===== src/rtl/alu_operand_stage.sv =====
// rtl/alu_operand_stage.sv - 8x16 register file with fetch/exec/write-back sequencing around an external 16-bit ALU
// Optional build macro: REGFILE_R0_ZERO_EN (r0 hard-wired to zero).
module alu_operand_stage #(
    parameter int WIDTH = 16,
    parameter int AW    = 3
) (
    input  logic             clk,
    input  logic             reset,
    input  logic             cmd_valid,
    output logic             cmd_ready,
    input  logic [1:0]       cmd_op,
    input  logic [AW-1:0]    cmd_rd,
    input  logic [AW-1:0]    cmd_rs1,
    input  logic [AW-1:0]    cmd_rs2,
    input  logic             ld_en,
    input  logic [AW-1:0]    ld_addr,
    input  logic [WIDTH-1:0] ld_data,
    input  logic [AW-1:0]    dbg_addr,
    output logic [WIDTH-1:0] dbg_data,
    output logic [1:0]       alu_op,
    output logic [WIDTH-1:0] alu_a,
    output logic [WIDTH-1:0] alu_b,
    input  logic [WIDTH-1:0] alu_o,
    input  logic             alu_cout,
    output logic             done,
    output logic [WIDTH-1:0] result,
    output logic             carry
);

    localparam int NREGS = 2 ** AW;

    typedef enum logic [1:0] {
        IDLE  = 2'd0,
        FETCH = 2'd1,
        EXEC  = 2'd2,
        WB    = 2'd3
    } state_t;

    state_t state, state_nxt;

    logic [WIDTH-1:0] regs [NREGS];
    logic [1:0]       op_q;
    logic [AW-1:0]    rd_q, rs1_q, rs2_q;
    logic [WIDTH-1:0] op_a, op_b;
    logic [1:0]       alu_op_q;
    logic [WIDTH-1:0] result_q;
    logic             cout_q;
    logic             carry_q;
    logic             accept;

    logic             wr_en;
    logic [AW-1:0]    wr_addr;
    logic [WIDTH-1:0] wr_data;

    function automatic logic [WIDTH-1:0] rf_read(input logic [AW-1:0] a);
`ifdef REGFILE_R0_ZERO_EN
        rf_read = (a == '0) ? '0 : regs[a];
`else
        rf_read = regs[a];
`endif
    endfunction

    always_ff @(posedge clk or negedge reset) begin
        if (!reset) begin
            state <= IDLE;
        end else begin
            state <= state_nxt;
        end
    end

    always_comb begin
        state_nxt = state;
        case (state)
            IDLE:    if (accept) state_nxt = FETCH;
            FETCH:   state_nxt = EXEC;
            EXEC:    state_nxt = WB;
            WB:      state_nxt = IDLE;
            default: state_nxt = IDLE;
        endcase
    end

    // A host load in the same IDLE cycle wins over a pending command.
    always_comb begin
        cmd_ready = 1'b0;
        done      = 1'b0;
        case (state)
            IDLE:    cmd_ready = ~ld_en;
            WB:      done      = 1'b1;
            default: ;
        endcase
    end

    assign accept = cmd_valid & cmd_ready;

    always_comb begin
        wr_en   = 1'b0;
        wr_addr = ld_addr;
        wr_data = ld_data;
        if (state == IDLE && ld_en) begin
            wr_en = 1'b1;
        end else if (state == WB) begin
            wr_en   = 1'b1;
            wr_addr = rd_q;
            wr_data = result_q;
        end
`ifdef REGFILE_R0_ZERO_EN
        if (wr_addr == '0) wr_en = 1'b0;
`endif
    end

    always_ff @(posedge clk or negedge reset) begin
        if (!reset) begin
            regs <= '{default: '0};
        end else if (wr_en) begin
            regs[wr_addr] <= wr_data;
        end
    end

    always_ff @(posedge clk or negedge reset) begin
        if (!reset) begin
            op_q     <= '0;
            rd_q     <= '0;
            rs1_q    <= '0;
            rs2_q    <= '0;
            op_a     <= '0;
            op_b     <= '0;
            alu_op_q <= '0;
            result_q <= '0;
            cout_q   <= 1'b0;
            carry_q  <= 1'b0;
        end else begin
            case (state)
                IDLE: begin
                    if (accept) begin
                        op_q  <= cmd_op;
                        rd_q  <= cmd_rd;
                        rs1_q <= cmd_rs1;
                        rs2_q <= cmd_rs2;
                    end
                end
                // Operands are captured here, so rd==rs uses the pre-write value.
                FETCH: begin
                    op_a     <= rf_read(rs1_q);
                    op_b     <= rf_read(rs2_q);
                    alu_op_q <= op_q;
                end
                EXEC: begin
                    result_q <= alu_o;
                    cout_q   <= alu_cout;
                end
                WB: begin
                    if (!op_q[1]) carry_q <= cout_q;
                end
                default: ;
            endcase
        end
    end

    assign alu_op   = alu_op_q;
    assign alu_a    = op_a;
    assign alu_b    = op_b;
    assign result   = result_q;
    assign carry    = carry_q;
    assign dbg_data = rf_read(dbg_addr);

endmodule

===== config.mk =====
export PLATFORM = sky130hd
export DESIGN_NAME = alu_operand_stage
export DESIGN_NICKNAME = d
export VERILOG_FILES = /design/src/rtl/alu_operand_stage.sv
export SDC_FILE = /design/constraint.sdc
export NUM_CORES = 1
export LEC_CHECK = 0
export BUFFER_PORTS_ARGS = -buffer_cell sky130_fd_sc_hd__clkbuf_2
export CORE_MARGIN = 2
export CORE_UTILIZATION = 50
export DETAILED_ROUTE_END_ITERATION = 7
export HOLD_SLACK_MARGIN = 0.06
export PLACE_DENSITY = 0.7
export SETUP_SLACK_MARGIN = 0.1
export SLEW_MARGIN = 20
export SYNTH_ARGS = -nofsm -noshare
export SYNTH_HDL_FRONTEND = slang
export SYNTH_SLANG_ARGS = --single-unit

===== constraint.sdc =====
create_clock -name clk -period 1.95 [get_ports clk]
set_input_delay 0.0975 -clock clk [delete_from_list [all_inputs] [get_ports clk]]
set_output_delay 0.0975 -clock clk [all_outputs]
set_load 0.05 [all_outputs]

==> out/qor.txt, run 1 <==
via count - 8340
Comb pwr share - 0.610
Die Span Y - 150.2 um
Worst setup startpoint - state[1]$_DFFE_PN0P_
Die Area - 0.02256 sq mm
CTS tree - yes
synth warn - 0
Startpoint Class - flip-flop
first-pass GRT wire length - 48990 um
final WL - 32450 um
Compound-Gate Fraction of Synth Area - 0.06719
Final period util - 1.025
switching part of the total - 0.4176
Lkg Pwr - 0.007112 uW
Vias/cell - 5.961
relative slew slack - 0.5978
Max VDD drop - 1.257 mV
final worst slack - -0.04907 ns
post-synthesis net count - 870
gr ovfl total - 0
gpl congestion - 0.8455
Core Area - 0.02102 sq mm
reg2reg end - regs[26]$_DFFE_PN0P_
Worst Path Required - 2.27 ns
critical path data arrival time - 2.32 ns
Hold Path Stages - 3
Distinct cells, synth - 35
sequential fraction of the synthesis area - 0.4518
#FFs+latches synth - 193
# diodes - 0
area grow syn2layout - 38.70%
failing checks - negative setup slack
Internal - 17240 uW
minimum clock period - 1.999 ns
Hold EP - regs[102]$_DFFE_PN0P_
commonest cells after routing, fill and taps aside - 191 x dfrtp_1, 162 x buf_4, 129 x mux2i_1, 121 x mux2_4, 105 x clkbuf_2
Synth Area in Adders - 0.005853
post-route ant nets - 0
RSZ-0062 raised after global routing - true
mux contribution to synthesized area - 0.4006
Synth Cell Area - 0.01069 sq mm
Post-Synth XOR/XNOR Area - 0
worst-margin pin slew - 0.6033 ns
number of global-route vias before repair - 8507
crit-path max FO - 9
layout cells sized above 1 - 0.5267
NetSw - 12360 uW
Crit Path Class - reg -> reg
Simple-Gate Fraction of Synth Area - 0.03008
Reg power frac - 0.261
largest net degree at the start of global routing - 66
cts bufs inserted - 17
DIE WIDTH - 150.2 um
Finished Core Util - 0.7053
fin nets - 1170
Worst Setup End Kind - flip-flop
Clock Power Share - 0.129
Clock Latency Late Sink - 0.44 ns
most common cell after layout, fill and taps aside - dfrtp_1
final non-filler cell total - 1399
initial DRC count - 627
Register-to-Register Setup Slack - -0.05 ns
Fmax - 500.2 MHz
hold_sp - ld_data[6]
Initial Util - 0.5085
HPWL Detailed - 18740 um
largest family of logic cells by synthesized area - multiplexers
Cell Rows - 53
Hold Crit Class - in -> reg
H-tree Lvls - 4
Final Hold Fails - 0
clk_skew - 0.009087 ns
Slew Viols, Final - 0
status - finished with violations
Clock transition at path regs - 0.07 ns
Clock Tree Buf Depth - 2
CTS sink cnt - 193
Final Setup Violations - 85
PD cells - 1996 mW/mm^2
port bufs - 122
start of the worst register-to-register path - state[1]$_DFFE_PN0P_
Synth Area per Inst - 13.18 sq um
Max Cap Viol - 0
IO Pins - 123
Residual DRC - 0
initial antenna violation count - 0
clk root buf - clkbuf_16
DRT Pass-1 Iters - 5
Cells after Synth - 811
total track usage - 0.2869
WL per Instance - 23.20 um
R2R depth - 7
Cell Count Post-Placement - 1208
layer usage:
metal | GRT usage | wire length [um]
met5 | 0 | 0
met4 | 0.08962 | 908
met3 | 0.07364 | 2545
met2 | 0.4619 | 15490
met1 | 0.3832 | 13510
cells in the mapped netlist:
cell,instances,share of area
dfrtp_1,193,0.45
mux2_2,172,0.18
mux2i_1,130,0.12
a22oi_1,64,0.045
inv_1,34,0.012
mux4_2,32,0.067
nand3_1,32,0.015
o21ai_0,27,0.013
clkbuf_1,26,0.0091
mux2_4,20,0.028
buf_2,18,0.0084
buf_1,6,0.0021
buf_6,6,0.0063
nand2_1,6,0.0021
ha_1,5,0.0059
nor2b_1,5,0.0029
o21ai_1,5,0.0023
buf_4,4,0.0028
nor2_1,3,0.0011
and2_1,2,0.0012
and3b_1,2,0.0016
buf_12,2,0.0037
nor3b_1,2,0.0014
o21ai_2,2,0.0016
o21ba_2,2,0.0019
or2b_1,2,0.0014
a21bo_4,1,0.0015
a31oi_1,1,0.00059
and3_1,1,0.00059
mux2i_4,1,0.0021
nand2b_1,1,0.00059
nor3_1,1,0.00047
nor3b_4,1,0.0018
o21a_1,1,0.00070
o21ba_1,1,0.00094
power by group through the flow:
| stage | Sequential, uW | Clock [uW] | Combinational, uW |
|---|---|---|---|
| 6_report | 7720 | 3830 | 18000 |
| 5_1_grt | 7910 | 4020 | 19000 |
| 3_5_place_dp | 8130 | 0 | 13300 |
| 3_3_place_gp | 8020 | 0 | 13100 |
| 2_1_floorplan | 9140 | 0 | 8460 |
| 4_1_cts | 7610 | 3840 | 16900 |
flip-flops by register name, summed over array words and instances, names as in the netlist:
name / cells
carry: 1
alu_a: 16
cout_q: 1
rs1_q: 3
op_q: 2
state: 2
regs: 128
result: 16
rd_q: 3
alu_op: 2
alu_b: 16
rs2_q: 3
timing repair:
| action | in CTS | in global routing |
|---|---|---|
| resized for setup | 142 | 27 |
| setup endpoints to repair | 144 | 144 |
| gates cloned | 2 | 1 |
| hold endpoints to repair | 86 | 0 |
| pin swaps | 6 | 3 |
| hold buffers | 30 | 0 |
| setup buffers | 93 | 33 |
metrics by stage:
step | total power, uW | TNS, ns | instance area (sq um) | setup WS (ns) | hold slack [ns]
after floorplan | 17610 | -8.212 | 10790 | -0.1438 | -0.1981
after global placement | 21160 | -2.289 | 12120 | -0.05441 | 0.1439
after detailed placement | 21480 | -5.792 | 12120 | -0.08168 | 0.1445
after CTS | 28350 | -0.001664 | 14450 | -0.0009612 | 0.1058
after global routing | 30930 | -10.54 | 14830 | -0.1749 | 0.1107
final | 29590 | -1.099 | 14830 | -0.04907 | 0.1145
worst max-delay path by stage:
stage,depth (start not counted),end,slack (ns)
global placement,7,regs[112]$_DFFE_PN0P_,-0.05
CTS,7,regs[51]$_DFFE_PN0P_,-0.001
global route,7,regs[26]$_DFFE_PN0P_,-0.17
detailed placement,7,regs[100]$_DFFE_PN0P_,-0.08
finish,7,regs[26]$_DFFE_PN0P_,-0.05
floorplan,8,regs[69]$_DFFE_PN0P_,-0.14
layout make-up:
| cell class | instances | area (sq um) |
|---|---|---|
| Sequential cell | 193 | 4837 |
| Tap cell | 275 | 344.1 |
| Clock inverter | 11 | 175.2 |
| Fill cell | 1351 | 6196 |
| Timing Repair Buffer | 342 | 2967 |
| Clock buffer | 21 | 460.4 |
| Inverter | 34 | 127.6 |
| Multi-Input combinational cell | 523 | 5914 |
worst max-delay path, stage by stage, from the launching register on:
cell and delay [ns]:
dfrtp_1 0.39, buf_6 0.13, ha_4 0.17, a21bo_4 0.22
mux2i_2 0.36, nand2_2 0.15, buf_12 0.18, mux2_2 0.27
cell families after synthesis:
logic type / after synthesis
mux: 355
buf+inv: 96
compound gates: 104
simple gates: 58
fa+ha+maj: 5
flops: 193
Note: power is estimated with default switching activity, not from simulation.
==> run 2: changes to the inputs <==
--- a/config.mk
+++ b/config.mk
@@ -10,7 +10,7 @@
 export CORE_UTILIZATION = 50
 export DETAILED_ROUTE_END_ITERATION = 7
 export HOLD_SLACK_MARGIN = 0.06
-export PLACE_DENSITY = 0.7
+export PLACE_DENSITY_LB_ADDON = 0.3
 export SETUP_SLACK_MARGIN = 0.1
 export SLEW_MARGIN = 20
 export SYNTH_ARGS = -nofsm -noshare
==> run 2 against run 1 <==
  * The flow still finishes with violations (negative setup slack)
  * Core utilization decreased by 1.2 points
  * Clock skew decreased by 0.0016 ns
  * First-iteration DRC count increased by 18%
  * Clock power about the same
  * Cell area decreased by 1.7%
  * Non-clock buffer count increased by 1
  * Critical path depth decreased by 1
  * Setup slack got worse by 0.087 ns
  * Maximum frequency decreased by 4.2%
  * Critical path type unchanged
  * Highest routed layer unchanged
==> out/qor.txt, run 2 (synthesized netlist as in run 1, its figures left out) <==
max reg flops - 128 (unchanged)
Core Area - 0.02102 sq mm (unchanged)
first-pass GRT wire length - 48510 um (was 48990 um)
Vias/cell - 5.956 (was 5.961)
worst-margin pin slew - 0.6170 ns (was 0.6033 ns)
Clock Tree Buf Depth - 2 (unchanged)
fin nets - 1170 (unchanged)
Finished Core Util - 0.6934 (was 0.7053)
Largest Register - regs (unchanged)
critical path data arrival time - 2.41 ns (was 2.32 ns)
status - finished with violations (unchanged)
Initial Util - 0.5085 (unchanged)
clk root buf - clkbuf_16 (unchanged)
# diodes - 0 (unchanged)
Cell Rows - 53 (unchanged)
Crit Path Class - reg -> reg (unchanged)
initial antenna violation count - 0 (unchanged)
Final Setup Violations - 128 (was 85)
Die Span Y - 150.2 um (unchanged)
largest net degree at the start of global routing - 73 (was 66)
Worst Setup End Kind - flip-flop (unchanged)
Final period util - 1.070 (was 1.025)
R2R depth - 6 (was 7)
Startpoint Class - flip-flop (unchanged)
initial DRC count - 740 (was 627)
start of the worst register-to-register path - state[1]$_DFFE_PN0P_ (unchanged)
WL per Instance - 22.41 um (was 23.20 um)
Worst setup startpoint - state[1]$_DFFE_PN0P_ (unchanged)
commonest cells after routing, fill and taps aside - 190 x dfrtp_1, 162 x buf_4, 129 x mux2i_1, 112 x mux2_2, 105 x clkbuf_2 (was 191 x dfrtp_1, 162 x buf_4, 129 x mux2i_1, 121 x mux2_4, 105 x clkbuf_2)
number of global-route vias before repair - 8794 (was 8507)
IO Pins - 123 (unchanged)
Hold Path Stages - 3 (unchanged)
Hold Crit Class - in -> reg (unchanged)
failing checks - negative setup slack (unchanged)
post-route ant nets - 0 (unchanged)
Lkg Pwr - 0.006934 uW (was 0.007112 uW)
most common cell after layout, fill and taps aside - dfrtp_1 (unchanged)
HPWL Detailed - 17780 um (was 18740 um)
Reg power frac - 0.262 (was 0.261)
CTS tree - yes (unchanged)
area grow syn2layout - 36.37% (was 38.70%)
RSZ-0062 raised after global routing - true (unchanged)
port bufs - 122 (unchanged)
Fmax - 479.3 MHz (was 500.2 MHz)
H-tree Lvls - 4 (unchanged)
Max Cap Viol - 0 (unchanged)
Clock Latency Late Sink - 0.44 ns (about the same)
Max VDD drop - 1.230 mV (was 1.257 mV)
Die Area - 0.02256 sq mm (unchanged)
final worst slack - -0.1365 ns (was -0.04907 ns)
Hold EP - regs[123]$_DFFE_PN0P_ (was regs[102]$_DFFE_PN0P_)
layout cells sized above 1 - 0.5285 (was 0.5267)
reg2reg end - regs[116]$_DFFE_PN0P_ (was regs[26]$_DFFE_PN0P_)
Internal - 16860 uW (was 17240 uW)
Slew Viols, Final - 0 (unchanged)
Final Hold Fails - 0 (unchanged)
Clock transition at path regs - 0.07 ns (about the same)
switching part of the total - 0.4176 (about the same)
crit-path max FO - 8 (was 9)
Residual DRC - 0 (unchanged)
hold_sp - ld_data[11] (was ld_data[6])
via count - 8332 (was 8340)
relative slew slack - 0.5886 (was 0.5978)
total track usage - 0.2857 (was 0.2869)
DIE WIDTH - 150.2 um (unchanged)
NetSw - 12090 uW (was 12360 uW)
CTS sink cnt - 193 (unchanged)
gpl congestion - 0.8351 (was 0.8455)
Worst Path Required - 2.28 ns (was 2.27 ns)
gr ovfl total - 0 (unchanged)
Hold WS - 0.1257 ns (was 0.1145 ns)
final WL - 31350 um (was 32450 um)
minimum clock period - 2.087 ns (was 1.999 ns)
cts bufs inserted - 17 (unchanged)
DRT Pass-1 Iters - 7 (was 5)
PD cells - 1986 mW/mm^2 (was 1996 mW/mm^2)
Comb pwr share - 0.607 (was 0.610)
Clock Power Share - 0.131 (was 0.129)
Register-to-Register Setup Slack - -0.14 ns (was -0.05 ns)
clk_skew - 0.007480 ns (was 0.009087 ns)
run 2: cell types whose count changed in the layout (fill, tap and decap cells not counted), sizes merged:
cell	delta
a21bo	-1
buf	+5
clkbuf	-6
clkinv	+3
clkinvlp	+1
inv	-2
run 2: critical path, stage by stage (launching register included):
cell	delay (ns)
dfrtp_1	0.43
ha_4	0.20
a21bo_4	0.28
nor3b_4	0.26
o21a_2	0.26
buf_12	0.18
mux2_2	0.35
run 2: area by class of cell:
class,instances,area [sq um]
clock inverters,13,183.9
fillers,1401,6445
multi-input cells,522,5723
well taps,275,344.1
flip-flops and latches,193,4838
inverters,34,127.6
repair buffers,343,2917
clock buffers,19,442.9
run 2: power groups by stage:
| stage | clock, uW | sequential, uW | combinational, uW |
|---|---|---|---|
| after floorplan | 0 | 9140 | 8460 |
| after global placement | 0 | 7990 | 13000 |
| after detailed placement | 0 | 8100 | 13200 |
| after CTS | 3820 | 7460 | 16700 |
| after global routing | 3980 | 7800 | 18500 |
| final | 3800 | 7580 | 17600 |
run 2: worst max-delay path by stage:
stage | endpoint | depth (start not counted)
after floorplan | regs[69]$_DFFE_PN0P_ | 8
after global routing | regs[116]$_DFFE_PN0P_ | 7
after detailed placement | regs[39]$_DFFE_PN0P_ | 7
final | regs[116]$_DFFE_PN0P_ | 6
after global placement | regs[41]$_DFFE_PN0P_ | 7
after CTS | regs[26]$_DFFE_PN0P_ | 8
run 2: layer usage:
metal | wire length (um) | up-vias | GRT usage | part of all wire
met5 | 0 | - | 0 | 0
met2 | 15000 | 408 | 0.4571 | 0.48
met3 | 2190 | 68 | 0.05394 | 0.070
li1 | - | 3611 | - | -
met4 | 963 | 0 | 0.1335 | 0.031
met1 | 13200 | 4245 | 0.3782 | 0.42
run 2: metrics by stage:
step / TNS, ns / cells / power [uW] / area, sq um / setup WS, ns
CTS: -3.601 / 1374 / 27940 / 14310 / -0.08134
floorplan: -8.212 / 811 / 17610 / 10790 / -0.1438
detailed placement: -6.995 / 1197 / 21340 / 12040 / -0.1436
global route: -15.07 / 1399 / 30290 / 14580 / -0.1644
global placement: -5.035 / 1197 / 21020 / 12040 / -0.1146
finish: -7.248 / 1399 / 28950 / 14580 / -0.1365
run 2: timing repair:
action | 4_1_cts | 5_1_grt
setup endpoints to repair | 144 | 144
hold buffers | 30 | 0
gates cloned | 1 | 1
hold endpoints to repair | 96 | 0
pin swaps | 3 | 1
buffers inserted | 114 | 24
gates resized for setup | 104 | 22
==> run 3: changes to the inputs <==
--- a/config.mk
+++ b/config.mk
@@ -16,3 +16,4 @@
 export SYNTH_ARGS = -nofsm -noshare
 export SYNTH_HDL_FRONTEND = slang
 export SYNTH_SLANG_ARGS = --single-unit
+export TNS_END_PERCENT = 50
==> run 3 against run 2 <==
  * The run still ends with negative setup slack left
  * Die area stayed put
  * Total power is 7.8% lower
  * First-iteration DRC count is 6.4% lower
  * Core utilization is 3.9 points lower
  * Non-clock buffer count is 126 lower
  * Via count is 8.0% lower
  * Clock skew is 0.0013 ns higher
  * Cell area is 5.6% lower
  * Sequential cell count stayed put
  * Critical path type unchanged
  * Critical endpoint is now regs[12]$_DFFE_PN0P_
==> out/qor.txt, run 3 (synthesized netlist as in run 1, its figures left out) <==
HPWL Detailed - 18260 um (was 17780 um)
Hold EP - regs[103]$_DFFE_PN0P_ (was regs[123]$_DFFE_PN0P_)
clk_skew - 0.008759 ns (was 0.007480 ns)
Die Span Y - 150.2 um (unchanged)
minimum clock period - 2.019 ns (was 2.087 ns)
reg2reg end - regs[12]$_DFFE_PN0P_ (was regs[116]$_DFFE_PN0P_)
Core Area - 0.02102 sq mm (unchanged)
Final period util - 1.036 (was 1.070)
relative slew slack - 0.7049 (was 0.5886)
Cell Rows - 53 (unchanged)
Worst Setup End Kind - flip-flop (unchanged)
Worst Path Required - 2.27 ns (was 2.28 ns)
Vias/cell - 6.019 (was 5.956)
Residual DRC - 0 (unchanged)
Clock transition at path regs - 0.07 ns (about the same)
area grow syn2layout - 28.71% (was 36.37%)
Cell Chain, Critical Path - buf_6 > ha_4 > a21bo_4 > buf_6 > mux2i_4 > nand2b_4 > buf_8 > mux2_2 (was ha_4 > a21bo_4 > nor3b_4 > o21a_2 > buf_12 > mux2_2)
start of the worst register-to-register path - state[1]$_DFFE_PN0P_ (unchanged)
gr ovfl total - 0 (unchanged)
initial antenna violation count - 0 (unchanged)
dpl cell area - 0.01204 sq mm (about the same)
WL per Instance - 22.92 um (was 22.41 um)
first-pass GRT wire length - 45290 um (was 48510 um)
Crit Path Class - reg -> reg (unchanged)
gpl congestion - 0.8461 (was 0.8351)
port bufs - 122 (unchanged)
CTS sink cnt - 193 (unchanged)
via count - 7668 (was 8332)
max reg flops - 128 (unchanged)
Initial Util - 0.5085 (unchanged)
slowest library cell on the worst path - dfrtp_1 (unchanged)
DRT Pass-1 Iters - 5 (was 7)
H-tree Lvls - 4 (unchanged)
Clock Tree Buf Depth - 2 (unchanged)
final worst slack - -0.06937 ns (was -0.1365 ns)
CTS tree - yes (unchanged)
hold_sp - ld_data[7] (was ld_data[11])
Fmax - 495.2 MHz (was 479.3 MHz)
DIE WIDTH - 150.2 um (unchanged)
crit-path max FO - 7 (was 8)
largest net degree at the start of global routing - 52 (was 73)
IO Pins - 123 (unchanged)
failing checks - negative setup slack (unchanged)
PD cells - 1941 mW/mm^2 (was 1986 mW/mm^2)
total track usage - 0.2674 (was 0.2857)
worst-margin pin slew - 0.4426 ns (was 0.6170 ns)
R2R depth - 8 (was 6)
final WL - 29190 um (was 31350 um)
Max VDD drop - 1.354 mV (was 1.230 mV)
# diodes - 0 (unchanged)
Largest Register - regs (unchanged)
design area - 0.01376 sq mm (was 0.01458 sq mm)
RSZ-0062 raised after global routing - true (unchanged)
Register-to-Register Setup Slack - -0.07 ns (was -0.14 ns)
cts bufs inserted - 17 (unchanged)
Final Setup Violations - 124 (was 128)
Hold Path Stages - 3 (unchanged)
initial DRC count - 693 (was 740)
Lkg Pwr - 0.006343 uW (was 0.006934 uW)
Final Hold Fails - 0 (unchanged)
Finished Core Util - 0.6545 (was 0.6934)
Die Area - 0.02256 sq mm (unchanged)
Hold Crit Class - in -> reg (unchanged)
Max Cap Viol - 0 (unchanged)
Slew Viols, Final - 0 (unchanged)
Largest stage delay, worst path - 0.39 ns (was 0.43 ns)
commonest cells after routing, fill and taps aside - 191 x dfrtp_1, 129 x mux2i_1, 105 x clkbuf_2, 101 x mux2_2, 91 x mux2_4 (was 190 x dfrtp_1, 162 x buf_4, 129 x mux2i_1, 112 x mux2_2, 105 x clkbuf_2)
critical path data arrival time - 2.34 ns (was 2.41 ns)
post-route ant nets - 0 (unchanged)
layout cells sized above 1 - 0.4695 (was 0.5285)
CP most frequent cell - buf_6
Clock Latency Late Sink - 0.44 ns (about the same)
most common cell after layout, fill and taps aside - dfrtp_1 (unchanged)
status - finished with violations (unchanged)
clk root buf - clkbuf_16 (unchanged)
fin nets - 1045 (was 1170)
Startpoint Class - flip-flop (unchanged)
number of global-route vias before repair - 7981 (was 8794)
-- run 3: cell count changes in the layout (fill, tap and decap cells not counted), moves of 3 or more --
cell	delta
mux2_4	+11
clkinvlp_4	+3
buf_4	-129
clkbuf_16	+8
mux2_2	-11
bufinv_16	-3
buf_8	-6
-- run 3: per-layer routing --
layer / GRT usage / wire [um]
met2: 0.4292 / 14070
met5: 0 / 0
met1: 0.3710 / 12670
met3: 0.05727 / 1908
met4: 0.07123 / 546
-- run 3: layout make-up --
class | count | area (sq um)
multi-input cells | 523 | 5824
repair buffers | 217 | 2061
clock inverters | 14 | 135.1
clock buffers | 18 | 429.2
flip-flops and latches | 193 | 4837
fillers | 1503 | 7263
well taps | 275 | 344.1
inverters | 34 | 127.6
-- run 3: where the power goes --
group / internal [uW] / total (uW) / leakage, uW / switching (uW)
clock: 1780 / 3400 / 0.000257 / 1620
sequential: 6040 / 8100 / 0.00234 / 2060
combinational: 7350 / 15200 / 0.00375 / 7850
-- run 3: how the worst max path moves through the flow --
stage	from	end	slack, ns	cells after the start
after detailed placement	state[1]$_DFFE_PN0P_	regs[33]$_DFFE_PN0P_	-0.14	6
after global placement	state[1]$_DFFE_PN0P_	regs[65]$_DFFE_PN0P_	-0.11	6
after floorplan	state[1]$_DFFE_PN0P_	regs[69]$_DFFE_PN0P_	-0.14	8
after CTS	state[0]$_DFFE_PN0P_	regs[12]$_DFFE_PN0P_	-0.02	8
after global routing	state[0]$_DFFE_PN0P_	regs[102]$_DFFE_PN0P_	-0.11	7
final	state[1]$_DFFE_PN0P_	regs[12]$_DFFE_PN0P_	-0.07	8
-- run 3: critical path: cells and delay by family, from the launching register on --
family                     cells  cell delay (ns)
DFF                            1             0.39
adders and majority gates      1             0.17
AOI/OAI and AO/OA              1             0.23
and+or+nand+nor                1             0.13
muxes                          2             0.57
buffers and inverters          3             0.41
-- run 3: what timing repair did --
action	in CTS	in global routing
cloned	3	2
setup buffers	5	2
hold endpoints to repair	222	0
hold buffers	30	0
pin swaps	5	2
resized for setup	122	29
setup endpoints to repair	144	145
-- run 3: through the flow --
| step | TNS (ns) | total power [uW] | hold WS, ns | cells | setup slack (ns) |
|---|---|---|---|---|---|
| 3_5_place_dp | -13.75 | 21370 | 0.05144 | 1200 | -0.1387 |
| 5_1_grt | -9.615 | 28080 | 0.09710 | 1274 | -0.1124 |
| 2_1_floorplan | -8.915 | 17570 | -0.1981 | 811 | -0.1438 |
| 3_3_place_gp | -11.20 | 21020 | 0.05026 | 1200 | -0.1150 |
| 4_1_cts | -0.3204 | 26280 | 0.08976 | 1270 | -0.01729 |
| 6_report | -4.416 | 26710 | 0.1050 | 1274 | -0.06937 |
